<file path="src/rtl/constellation_demap.sv">
// Integrate-and-dump QPSK/16-QAM hard demapper: sums SPS samples per symbol on I and Q,
// then slices the sums against zero and a fixed amplitude threshold into 4 bits.
module constellation_demap #(
    parameter int W   = 16,
    parameter int SPS = 4,
    parameter int AMP = 1024
) (
    input  logic                clk,
    input  logic                rst,
    input  logic                mod_type,
    input  logic                in_valid,
    output logic                in_ready,
    input  logic                in_align,
    input  logic signed [W-1:0] sample_I,
    input  logic signed [W-1:0] sample_Q,
    output logic                out_valid,
    input  logic                out_ready,
    output logic [3:0]          out_symbol,
    output logic [15:0]         sym_count
);

    localparam int LOG_SPS = $clog2(SPS);
    localparam int AW      = W + LOG_SPS;
    localparam int PW      = (SPS > 1) ? LOG_SPS : 1;
    localparam logic signed [AW-1:0] THRESH = AW'(2 * AMP * SPS);

    typedef enum logic {EMPTY, FULL} state_t;

    state_t                state_q, state_d;
    logic [PW-1:0]         phase_q, phase_d;
    logic signed [AW-1:0]  acc_i_q, acc_q_q;
    logic signed [AW-1:0]  sum_i, sum_q;
    logic signed [AW-1:0]  ext_i, ext_q;
    logic                  mod_q, mod_sel;
    logic                  accept, first, complete;

    assign out_valid = (state_q == FULL);
    assign in_ready  = !out_valid || out_ready;
    assign accept    = in_valid && in_ready;

    assign ext_i = AW'(sample_I);
    assign ext_q = AW'(sample_Q);

    // An aligned sample restarts the symbol exactly like a phase-0 sample does.
    assign first    = in_align || (phase_q == '0);
    assign sum_i    = first ? ext_i : acc_i_q + ext_i;
    assign sum_q    = first ? ext_q : acc_q_q + ext_q;
    assign mod_sel  = first ? mod_type : mod_q;
    assign complete = accept && (first ? (SPS == 1) : (phase_q == PW'(SPS - 1)));

    function automatic logic [3:0] decode(input logic signed [AW-1:0] ai,
                                          input logic signed [AW-1:0] aq,
                                          input logic                 qam);
        logic [3:0] s;
        s[3] = (ai < 0);
        s[2] = (aq < 0);
        s[1] = qam && ((ai > THRESH) || (ai < -THRESH));
        s[0] = qam && ((aq > THRESH) || (aq < -THRESH));
        return s;
    endfunction

    always_comb begin
        // NOTE: every signal driven here gets a default first so no path can infer a latch.
        phase_d = phase_q;
        state_d = state_q;
        if (accept) begin
            if (complete)   phase_d = '0;
            else if (first) phase_d = PW'(1);
            else            phase_d = phase_q + PW'(1);
        end
        case (state_q)
            EMPTY:   if (complete) state_d = FULL;
            FULL:    if (!complete && out_ready) state_d = EMPTY;
            default: state_d = EMPTY;
        endcase
    end

    // NOTE: sequential state uses non-blocking assignments so all registers update together.
    always_ff @(posedge clk) begin
        if (rst) begin
            state_q    <= EMPTY;
            phase_q    <= '0;
            acc_i_q    <= '0;
            acc_q_q    <= '0;
            mod_q      <= 1'b0;
            out_symbol <= 4'd0;
            sym_count  <= 16'd0;
        end else begin
            state_q <= state_d;
            phase_q <= phase_d;
            if (accept) begin
                acc_i_q <= sum_i;
                acc_q_q <= sum_q;
                if (first) mod_q <= mod_type;
            end
            if (complete) out_symbol <= decode(sum_i, sum_q, mod_sel);
            if (out_valid && out_ready) sym_count <= sym_count + 16'd1;
        end
    end

endmodule

</file>
<file path="config.mk">
export PLATFORM = sky130hd
export DESIGN_NAME = constellation_demap
export DESIGN_NICKNAME = d
export VERILOG_FILES = /design/src/rtl/constellation_demap.sv
export SDC_FILE = /design/constraint.sdc
export NUM_CORES = 1
export LEC_CHECK = 0
export BUFFER_PORTS_ARGS = -buffer_cell sky130_fd_sc_hd__buf_4
export CAP_MARGIN = 40
export CELL_PAD_IN_SITES_DETAIL_PLACEMENT = 1
export CELL_PAD_IN_SITES_GLOBAL_PLACEMENT = 2
export CORE_MARGIN = 2
export CORE_UTILIZATION = 37
export DETAILED_ROUTE_END_ITERATION = 12
export GPL_TIMING_DRIVEN = 0
export PLACE_DENSITY = 0.94
export SYNTH_ARGS = -nofsm -noshare
export SYNTH_HDL_FRONTEND = slang
export SYNTH_SLANG_ARGS = --single-unit
export TNS_END_PERCENT = 50
</file>
<file path="constraint.sdc">
create_clock -name clk -period 5.82 [get_ports clk]
set_input_delay 0 -clock clk [delete_from_list [all_inputs] [get_ports clk]]
set_output_delay 0 -clock clk [all_outputs]
set_load 0.03 [all_outputs]
</file>
# ---- Word-level counts from Yosys, hierarchy flattened
# Cells that the tools add are included.
dict set report totals {
  elab_cells 41
  reg_bits 60
  out_inout_bits 22
}
dict set report classes {
  n_mux 9
  bitwise_logic 1
  n_eq_ne 1
  magnitude_cmp 6
  n_reduce_logical 13
  add_sub_neg 4
}
# operator n
set op_table {}
lappend op_table {{$add 18x16->18} 2}
lappend op_table {{$gt 18x15->1 const B} 2}
lappend op_table {{$lt 18x1->1 const B} 2}
lappend op_table {{$lt 18x14->1 const B} 2}
lappend op_table {{$mux 18} 2}
lappend op_table {{$add 16x1->16 const B} 1}
lappend op_table {{$logic_and 1x1->1} 6}
lappend op_table {{$logic_or 1x1->1} 4}
lappend op_table {{$mux 1} 4}
lappend op_table {{$mux 2} 2}
lappend op_table {{$add 2x1->2 const B} 1}
lappend op_table {{$eq 2x2->1 const B} 1}
lappend op_table {{$logic_not 1->1} 2}
lappend op_table {{$logic_not 2->1} 1}
lappend op_table {{$pmux 1 s2} 1}
lappend op_table {{$not 1->1} 1}

# ---- Logic depth before layout (Yosys ltp)
# Gate-level depths: netlist of the first run.
dict set report depth {
  ltp_word 8
  depth_mapped 12
  depth_no_buf 10
}

# ---- Worst setup path after synthesis of the first run
# No wires, ideal clock.
dict set report synth_path {
  path_type {reg2reg}
  start {reg acc_i_q[0]}
  end {reg out_symbol[1]}
  required_ns 5.692
  slack_ns 2.990
  setup_time_ns 0.128
  stages_incl_launch_ff 11
  arrival_ns 2.702
  n_path_buf 0
  path_cell_list {dfxtp_1 -> ha_1 -> fa_1 -> a211oi_1 -> o21ai_0 -> a211oi_1 -> nor3_1 -> o41ai_1 -> o2111ai_1 -> and4bb_2 -> a211oi_1}
}
dict set report synth_between {
  elab_chain_cells 5
  word_cells_on_any_way 6
}
# element line
set synth_rtl {}
lappend synth_rtl {{from (decl)} 31} ;# logic signed [AW-1:0] acc_i_q, acc_q_q;
lappend synth_rtl {{from (signal assigned)} 92} ;# acc_i_q <= sum_i;
lappend synth_rtl {{$add 18x16->18 (*)} 46} ;# assign sum_i = first ? ext_i : acc_i_q + ext_i;
lappend synth_rtl {{$mux 18 (*)} 46}
lappend synth_rtl {{$gt 18x15->1 or $lt 18x14->1 (tied branches)} 57} ;# s[1] = qam && ((ai > THRESH) || (ai < -THRESH));
lappend synth_rtl {{$logic_or 1x1->1 (*)} 57}
lappend synth_rtl {{$logic_and 1x1->1 (*)} 57}
lappend synth_rtl {{to (signal assigned)} 96} ;# if (complete) out_symbol <= decode(sum_i, sum_q, mod_sel);
lappend synth_rtl {{to (decl)} 18} ;# output logic [3:0] out_symbol,
# Mark *: on every way between the ends. The rest lies on a longest branch, timed or not.
# A chain may end at the register's enable or synchronous reset.

# ---- Worst setup path in the final report of the first run
dict set report layout_path {
  start {reg phase_q[0]}
  end {reg out_symbol[1]}
}
dict set report layout_between {
  elab_chain_cells 6
  word_cells_on_any_way 11
}
# element line
set layout_rtl {}
lappend layout_rtl {{from (decl)} 30} ;# logic [PW-1:0] phase_q, phase_d;
lappend layout_rtl {{from (signal assigned)} 90} ;# phase_q <= phase_d;
lappend layout_rtl {{$logic_not 2->1} 45} ;# assign first = in_align || (phase_q == '0);
lappend layout_rtl {{$logic_or 1x1->1} 45}
lappend layout_rtl {{$mux 18} 46}
lappend layout_rtl {{$gt 18x15->1 or $lt 18x14->1 (tied branches)} 57}
lappend layout_rtl {{$logic_or 1x1->1} 57}
lappend layout_rtl {{$logic_and 1x1->1} 57}
# Parallel ways exist; a longest one is shown, timed or not.

==> results of run 1 <==
metrics by stage:
step           instance area (um2)   util  setup WS (ns)  hold WS, ns
2_1_floorplan                 4650      -           2.99        0.148
3_3_place_gp                  5290  0.437           2.34        0.281
3_5_place_dp                  5290  0.437           2.38        0.285
4_1_cts                       5670  0.468           2.35       0.0383
5_1_grt                       5670  0.468           2.03       0.0864
6_report                      5670  0.468           2.28       0.0397
sequential cells by signal, indices dropped and copies added, names as in the netlist:
signal      count
acc_i_q        18
acc_q_q        18
mod_q           1
out_symbol      4
out_valid       1
phase_q         2
sym_count      16
worst min-delay path by stage:
stage / slack (ns) / start / to
floorplan: 0.15 / mod_type / mod_q
global placement: 0.28 / mod_type / mod_q
detailed placement: 0.29 / mod_type / mod_q
CTS: 0.04 / sample_Q[2] / acc_q_q[2]
global route: 0.09 / out_ready / out_valid
finish: 0.04 / sample_Q[9] / acc_q_q[9]
worst min-delay path: cells and delay by family:
family,cells,cell delay [ns]
simple gates,1,0.15
compound gates,1,0.07
buf+inv,1,0.11
cell usage in the layout, fill, tap and decap left out, types with 12 or more instances in the layout:
cell type	synthesis	final
nor2_1	75	75
nand2_1	62	62
dfxtp_1	60	60
buf_4	0	58
a21oi_1	37	37
ha_1	37	37
a211oi_1	30	30
o21ai_0	30	30
nor3_1	27	27
nand3_1	25	25
clkbuf_1	22	22
xor2_1	20	20
o211ai_1	12	12
and3_1	12	12
cell type report:
class                           instances  area [um2]  area share
Multi-Input combinational cell        505        3290       0.580
Inverter                               10        37.5     0.00662
Buffer                                 30         120      0.0212
Tap cell                              168         210      0.0371
Clock inverter                          6        87.6      0.0155
Sequential cell                        60        1200       0.212
Clock buffer                           10         239      0.0422
Timing Repair Buffer                   63         485      0.0857
what timing repair did:
| item | CTS | global route |
|---|---|---|
| gates resized for setup | 0 | 0 |
| hold buffers | 5 | 0 |
| endpoints found under the hold margin | 5 | 0 |
report_power, final:
group          internal [uW]  leakage, uW  switching, uW
clock network            386     0.000162            203
registers                432     0.000493           14.9
logic                    147      0.00164            231
per-layer routing:
layer,vias up,track usage
met2,103,0.431
li1,2406,-
met1,2410,0.305
met3,23,0.0319
met4,0,0.0952
met5,-,0
kinds of logic (layout without fill, tap and decap cells):
family	count (synthesis)	count (layout)
AO/OA/AOI/OAI	177	177
AND/OR/NAND/NOR	248	248
adder cells (fa/ha/maj)	39	39
multiplexers	11	11
flip-flops	60	60
XOR/XNOR	30	30
buffers and inverters	40	119
==> results_dict.tcl, run 1 <==
set metrics [dict create \
    syn_to_final_growth_pct 22.0 \
    synth_top_family_by_area "compound AO/OA/AOI/OAI gates" \
    drt_iter0_markers 288 \
    grt_overflow 0 \
    slowest_stage "clkbuf_1" \
    synthAdderAreaFrac 0.108 \
    io_buffers 58 \
    worstSetupPathType "reg -> reg" \
    cp_num_cells 11 \
    fillers 1511 \
    cts_buffers 9 \
    rsz0062_at_grt "false" \
    cp-start-kind "flop" \
    hold_depth 3 \
    endpoint_kind "flop" \
    met1Wirelength_um 7230 \
    num_antenna_cells 0 \
    vias_per_cell 5.80 \
    max_slew.worst_pin.slew_ns 0.700 \
    gp_congestion 0.847 \
    ys.warnings.count 0 \
    wl_um 16300 \
    synth.distinct_cells 63 \
    hold_viol_final 0 \
    core_mm2 0.0121 \
    dp_hpwl_um 12300 \
    cp_common_cell "buf_2" \
    slowest_delay_ns 0.56 \
    setup-tns-final_ns 0 \
    max_freq_ghz 0.282 \
    arrival_ns 3.75 \
    grt_usage 0.246 \
    endpoint "out_symbol[1]" \
    muxShareOfSynthArea 0.0240 \
    synthTopCellsByArea "dfxtp_1 (26%), ha_1 (10%), nor2_1 (6.1%)" \
    power_density_mw_per_mm2 250 \
    fin_nets 756 \
    crit_buf_inv 4 \
    root_buffer "clkbuf_16" \
    clock_path_buffers 2 \
    critical_path.cell_chain "inv_1 > ha_1 > or2_2 > buf_2 > buf_2 > clkbuf_1 > o2111ai_1 > a2111oi_0 > a41oi_1 > nor4_1 > a211oi_1" \
    post-route-min-period_ns 3.54 \
    finalSetupViolCount 0 \
    cts_max_level 3 \
    fp-row-count 40 \
    final_cells 852 \
    synth_commonest_cells "nor2_1 (75), nand2_1 (62), dfxtp_1 (60)" \
    fp.dieH_um 116 \
    synth_largest_area_cell "dfxtp_1" \
    synth_area_mm2 0.00465 \
    ant_nets 0 \
    synth_nets 682 \
    crit_fanout 10 \
    path_delay_family "compound AO/OA/AOI/OAI gates" \
    synth_compound_area_frac 0.265 \
    post_cts_buffers 0 \
    wl_per_cell_um 19.1 \
    leakagePower_uw 0.00230 \
    start_util 0.384 \
    yosysSeqAreaShare 0.259 \
    synth_top_area_frac 0.259 \
    maxSlewHeadroom 0.533 \
    syn_inst 605 \
    r2r-start "phase_q[0]" \
    fp.dieW_um 116 \
    reg2reg_to "out_symbol[1]" \
    clk_latency_ns 0.33 \
    dpl.cell_count 831 \
    ff2ff_setup_slack_ns 2.28 \
    cts.sinks 60 \
    clk_pin_slew_ns 0.06 \
    grt_pass1_wl_um 26000 \
    async_reset_ff_frac 0 \
    boundaryPins 60 \
    drc 0 \
    drv_cap 0 \
    hp-class "in -> reg" \
    vdd_drop_max_mv 0.146 \
    wl_met2_um 8020 \
    maxUsedRoutingLayer "met4" \
    startpoint "phase_q[0]" \
    clock_skew_ns 0.00526 \
    dieArea_mm2 0.0135 \
    synth_simple_gate_area_share 0.253 \
    synthXorXnorAreaFrac 0.0566 \
    drive_above_1_share 0.143 \
    status "finished clean" \
    grt_pass1_vias 5260 \
    cts_tree "yes" \
    grt_max_degree 12 \
    firstDrtPassIters 4 \
    r2r_cells 11 \
    avgSynthCellArea_um2 7.68 \
    required_ns 6.03 \
    vias 4942 \
    drv_slew 0 \
    ys_ff_latch 60 \
    synth_edf_count 0 \
    yosys_most_used_dff "dfxtp_1" \
    period_share 0.608 \
    met3_length_um 683 \
    synth_most_common_cell "nor2_1" \
    grt_antenna_before_repair 0 \
    power.total_uw 1410 \
]
Note: power is estimated with default switching activity, not from simulation.
==> run 2, diff against run 1 <==
--- a/config.mk
+++ b/config.mk
@@ -10,10 +10,10 @@
 export CELL_PAD_IN_SITES_DETAIL_PLACEMENT = 1
 export CELL_PAD_IN_SITES_GLOBAL_PLACEMENT = 2
 export CORE_MARGIN = 2
-export CORE_UTILIZATION = 37
+export CORE_UTILIZATION = 31
 export DETAILED_ROUTE_END_ITERATION = 12
 export GPL_TIMING_DRIVEN = 0
-export PLACE_DENSITY = 0.94
+export PLACE_DENSITY = 0.85
 export SYNTH_ARGS = -nofsm -noshare
 export SYNTH_HDL_FRONTEND = slang
 export SYNTH_SLANG_ARGS = --single-unit
==> constraint.sdc (replaced) <==
create_clock -name clk -period 3.2 [get_ports clk]
set_input_delay 0 -clock clk [delete_from_list [all_inputs] [get_ports clk]]
set_output_delay 0 -clock clk [all_outputs]
set_load 0.03 [all_outputs]
==> run 2 against run 1 <==
  * Critical path depth shrank 1
  * Register-to-register slack got worse by 2.3 ns
  * Total power up 73%
  * Die area grew 19%
  * Critical path type unchanged
  * Largest power group unchanged
==> results_dict.tcl, run 2 (synthesized netlist as in run 1, its figures left out) <==
set metrics [dict create \
    firstDrtPassIters 4 \
    max_freq_ghz 0.314 \
    path_delay_family "compound AO/OA/AOI/OAI gates" \
    arrival_ns 3.41 \
    start_util 0.318 \
    grt_usage 0.202 \
    clock_skew_ns 0.00604 \
    post_cts_buffers 0 \
    dpl.cell_count 847 \
    cts.sinks 60 \
    fillers 1767 \
    multi_input_area_mm2 0.00334 \
    clock_path_buffers 2 \
    max_slew.worst_pin.slew_ns 0.708 \
    drt_iter0_markers 174 \
    rsz0062_at_grt "true" \
    drv_cap 0 \
    cp-start-kind "flop" \
    fp.dieW_um 126 \
    crit_buf_inv 0 \
    cts_max_level 3 \
    syn_to_final_growth_pct 23.1 \
    dp_hpwl_um 12500 \
    final_cells 869 \
    grt_pass1_wl_um 26200 \
    post-route-min-period_ns 3.18 \
    seqCellArea_mm2 0.00120 \
    cts_buffers 9 \
    leakagePower_uw 0.00229 \
    post-place-ws_ns -0.261 \
    crit_fanout 3 \
    reg.largest.list "acc_i_q x18, acc_q_q x18, sym_count x16" \
    grt_pass1_vias 5090 \
    maxSlewHeadroom 0.528 \
    core_mm2 0.0146 \
    setup_ws_ns 0.0185 \
    finalSetupViolCount 0 \
    root_buffer "clkbuf_16" \
    drv_slew 0 \
    grt_overflow 0 \
    grt_antenna_before_repair 0 \
    wl_per_cell_um 18.6 \
    fp-row-count 44 \
    fin_nets 757 \
    power_density_mw_per_mm2 429 \
    grt_max_degree 12 \
    hp-class "in -> reg" \
    hold_viol_final 0 \
    endpoint_kind "flop" \
    period_share 0.994 \
    gp_congestion 0.880 \
    drive_above_1_share 0.159 \
    final_common_cell "nor2_1" \
    fp.dieH_um 126 \
    clk_latency_ns 0.34 \
    ant_nets 0 \
    slowest_stage "o41ai_2" \
    worstSetupPathType "reg -> reg" \
    critical_path.cell_chain "ha_1 > fa_1 > a211oi_1 > o21ai_1 > a211oi_2 > nor3_1 > o41ai_2 > o2111ai_1 > and4bb_2 > a211oi_1" \
    status "finished clean" \
    cts_tree "yes" \
    boundaryPins 60 \
    holdWs_ns 0.0304 \
    final_cell_mix "nor2_1 (75), nand2_1 (62), dfxtp_1 (60), buf_4 (58), ha_1 (37)" \
    vias 4929 \
    wl_um 16200 \
    required_ns 3.42 \
    cp_common_cell "a211oi_1" \
    vias_per_cell 5.67 \
    io_buffers 58 \
    dieArea_mm2 0.0160 \
    vdd_drop_max_mv 0.201 \
    drc 0 \
    num_antenna_cells 0 \
    slowest_delay_ns 0.49 \
    clk_pin_slew_ns 0.06 \
]
[run 2: changes by cell type in the layout (fill, tap and decap cells not counted), moves of 2 or more]
cell        change
clkbuf_2        +2
clkinvlp_4      +3
buf_2           +2
bufinv_16       -2
clkbuf_1        -3
[run 2: area by class of cell]
type,instances,share of cell area
multi-input combinational,505,0.584
sequential,60,0.210
timing repair buffer,64,0.0866
clock buffer,11,0.0442
tap,184,0.0403
buffer,30,0.0219
inverter,10,0.00656
clock inverter,5,0.00634
[run 2: worst paths after layout]
path	startpoint	endpoint	slack, ns	depth (start not counted)
setup reg to reg	acc_i_q[0]	out_symbol[1]	0.02	10
hold reg to reg	acc_i_q[10]	acc_i_q[10]	0.47	2
hold / removal	sample_Q[2]	acc_q_q[2]	0.03	3
setup / recovery	acc_i_q[0]	out_symbol[1]	0.02	10
[run 2: worst reg2reg max path, cell delays in order (launching register included)]
cell       delay (ns)
dfxtp_1          0.31
ha_1             0.22
fa_1             0.44
a211oi_1         0.35
o21ai_1          0.24
a211oi_2         0.32
nor3_1           0.14
o41ai_2          0.49
o2111ai_1        0.19
and4bb_2         0.32
a211oi_1         0.05
[run 2: per-layer routing]
metal,global-route usage,part of all wire
met5,0,0
met1,0.266,0.47
met3,0.0224,0.025
met2,0.345,0.49
met4,0.0679,0.016
[run 2: repair_timing]
action,in CTS,in global routing
setup endpoints to repair,11,14
hold buffers,6,0
resized for setup,5,12
hold endpoints to repair,6,0
[run 2: power breakdown]
part           switching (uW)  internal (uW)
Clock                     377            565
Combinational             425            275
Sequential               27.0            785
Total                     829           1630
[run 2: metrics by stage]
step	utilization	setup TNS, ns	power, uW	area (um2)
6_report	0.392	0	2450	5720
5_1_grt	0.392	-0.113	2580	5720
4_1_cts	0.389	-0.0698	2460	5680
3_5_place_dp	0.364	-0.898	1500	5310
3_3_place_gp	0.364	-0.341	1470	5310
2_1_floorplan	-	0	1290	4650
==> run 3, diff against run 2 <==
--- a/config.mk
+++ b/config.mk
@@ -5,6 +5,7 @@
 export SDC_FILE = /design/constraint.sdc
 export NUM_CORES = 1
 export LEC_CHECK = 0
+export ABC_CLOCK_PERIOD_IN_PS = 3200
 export BUFFER_PORTS_ARGS = -buffer_cell sky130_fd_sc_hd__buf_4
 export CAP_MARGIN = 40
 export CELL_PAD_IN_SITES_DETAIL_PLACEMENT = 1
@@ -14,6 +15,8 @@
 export DETAILED_ROUTE_END_ITERATION = 12
 export GPL_TIMING_DRIVEN = 0
 export PLACE_DENSITY = 0.85
+export RECOVER_POWER = 25
+export SKIP_LAST_GASP = 1
 export SYNTH_ARGS = -nofsm -noshare
 export SYNTH_HDL_FRONTEND = slang
 export SYNTH_SLANG_ARGS = --single-unit
==> run 3 against run 2 <==
  * Utilization shrank 0.56 points
  * First-iteration DRC count is 18% higher
  * Via count grew 0.22%
  * Wire length grew 0.21%
  * Setup slack better by 0.011 ns
  * Sequential share of layout area rose by 0.30 points
  * Non-clock buffer count did not move
  * Flip-flop and latch count did not move
==> results_dict.tcl, run 3 (synthesized netlist as in run 1, its figures left out) <==
set metrics [dict create \
    status "finished clean" \
    r2r_cells 12 \
    reg.largest.list "acc_i_q x18, acc_q_q x18, sym_count x16" \
    hold_depth 3 \
    worstSetupPathType "reg -> reg" \
    use_met3 0.0224 \
    final_cells 869 \
    final_cell_mix "nor2_1 (75), nand2_1 (62), dfxtp_1 (60), clkbuf_1 (39), buf_4 (38)" \
    power_density_mw_per_mm2 434 \
    vias 4940 \
    max_slew.worst_pin.slew_ns 0.721 \
    required_ns 3.42 \
    cts_tree "yes" \
    vias_per_cell 5.68 \
    post-route-min-period_ns 3.17 \
    cts_max_level 3 \
    clk_pin_slew_ns 0.06 \
    cts.sinks 60 \
    crit_fanout 10 \
    num_antenna_cells 0 \
    grt_overflow 0 \
    setup-tns-final_ns 0 \
    clock_skew_ns 0.00726 \
    drive_above_1_share 0.128 \
    fin_nets 757 \
    arrival_ns 3.39 \
    hold_viol_final 0 \
    grt_usage 0.202 \
    ant_nets 0 \
    reg2reg_to "out_symbol[1]" \
    maxSlewHeadroom 0.519 \
    period_share 0.991 \
    clk_latency_ns 0.34 \
    hp-class "in -> reg" \
    core_mm2 0.0146 \
    whs_endpoint "acc_q_q[2]" \
    gp_congestion 0.880 \
    post-place-ws_ns -0.261 \
    endpoint_kind "flop" \
    dp_hpwl_um 12500 \
    ff2ff_setup_slack_ns 0.03 \
    max_freq_ghz 0.315 \
    fillers 1778 \
    setup_ws_ns 0.0292 \
    post_cts_buffers 0 \
    fp-row-count 44 \
    holdWs_ns 0.0335 \
    fp.dieH_um 126 \
    grt_antenna_before_repair 0 \
    drv_cap 0 \
    start_util 0.318 \
    root_buffer "clkbuf_16" \
    dieArea_mm2 0.0160 \
    boundaryPins 60 \
    vdd_drop_max_mv 0.197 \
    dpl.cell_count 847 \
    grt_pass1_vias 5090 \
    fp.dieW_um 126 \
    hold_start "sample_Q[2]" \
    drc 0 \
    finalSetupViolCount 0 \
    rsz0062_at_grt "true" \
    top_usage_layer "met2" \
    use_met1 0.266 \
    cp-start-kind "flop" \
    final_common_cell "nor2_1" \
    leakagePower_uw 0.00221 \
    cts_buffers 9 \
    syn_to_final_growth_pct 21.4 \
    grt_max_degree 12 \
    clock_path_buffers 2 \
    power.total_uw 2450 \
    firstDrtPassIters 4 \
    gr-usage-met2 0.345 \
    drv_slew 0 \
    grt_pass1_wl_um 26200 \
    wl_per_cell_um 18.7 \
    r2r-start "phase_q[0]" \
    io_buffers 58 \
    drt_iter0_markers 205 \
    wl_um 16200 \
]
[run 3: cell types whose count changed in the layout (fill, tap and decap cells not counted), sizes merged]
cell / previous run / this run
clkbuf: 32 / 53
buf: 67 / 46
[run 3: cell type report]
cell class / instances / area (um2) / share of cell area
multi-input cells: 505 / 3330 / 0.591
flip-flops and latches: 60 / 1200 / 0.213
repair buffers: 64 / 420 / 0.0746
clock buffers: 11 / 253 / 0.0448
well taps: 184 / 230 / 0.0408
plain buffers: 30 / 125 / 0.0222
inverters: 10 / 37.5 / 0.00666
clock inverters: 5 / 36.3 / 0.00644
[run 3: per-stage QoR]
step,instance area (um2),utilization
floorplan,4650,-
global placement,5310,0.364
detailed placement,5310,0.364
CTS,5680,0.389
global route,5640,0.386
finish,5640,0.386
[run 3: worst max-delay path by stage]
stage                           from             to  cells past startpoint
after global placement    acc_i_q[0]  out_symbol[1]                     10
after global routing      phase_q[0]  out_symbol[1]                     12
final                     phase_q[0]  out_symbol[1]                     12
after floorplan           acc_i_q[0]  out_symbol[1]                     10
after CTS                 acc_i_q[0]  out_symbol[1]                     10
after detailed placement  acc_i_q[0]  out_symbol[1]                     10
[run 3: power by group]
| part | total (uW) | switching [uW] | internal (uW) | leakage [uW] |
|---|---|---|---|---|
| sequential | 812 | 27.0 | 785 | 0.000493 |
| clock | 939 | 373 | 566 | 0.000134 |
| combinational | 699 | 424 | 274 | 0.00158 |
| total | 2450 | 824 | 1630 | 0.00221 |
[run 3: metal layers]
metal,vias up,part of all wire
li1,2409,-
met1,2435,0.47
met2,78,0.49
met3,18,0.028
met4,0,0.016
met5,-,0
[run 3: critical path, cell delays in order (launching register included)]
cell and delay [ns]:
dfxtp_1 0.36, inv_1 0.07, ha_1 0.28, or2_2 0.31
buf_2 0.19, buf_2 0.23, clkbuf_2 0.28, a22oi_1 0.27
nand3_1 0.17, nor3_1 0.25, a41oi_1 0.18, nor4_1 0.32
a211oi_1 0.12
[run 3: repair_timing]
action                                  CTS  global route
hold buffers                              6             0
resized for setup                         5            10
hold endpoints to repair                  6             0
endpoints found under the setup margin   11            14
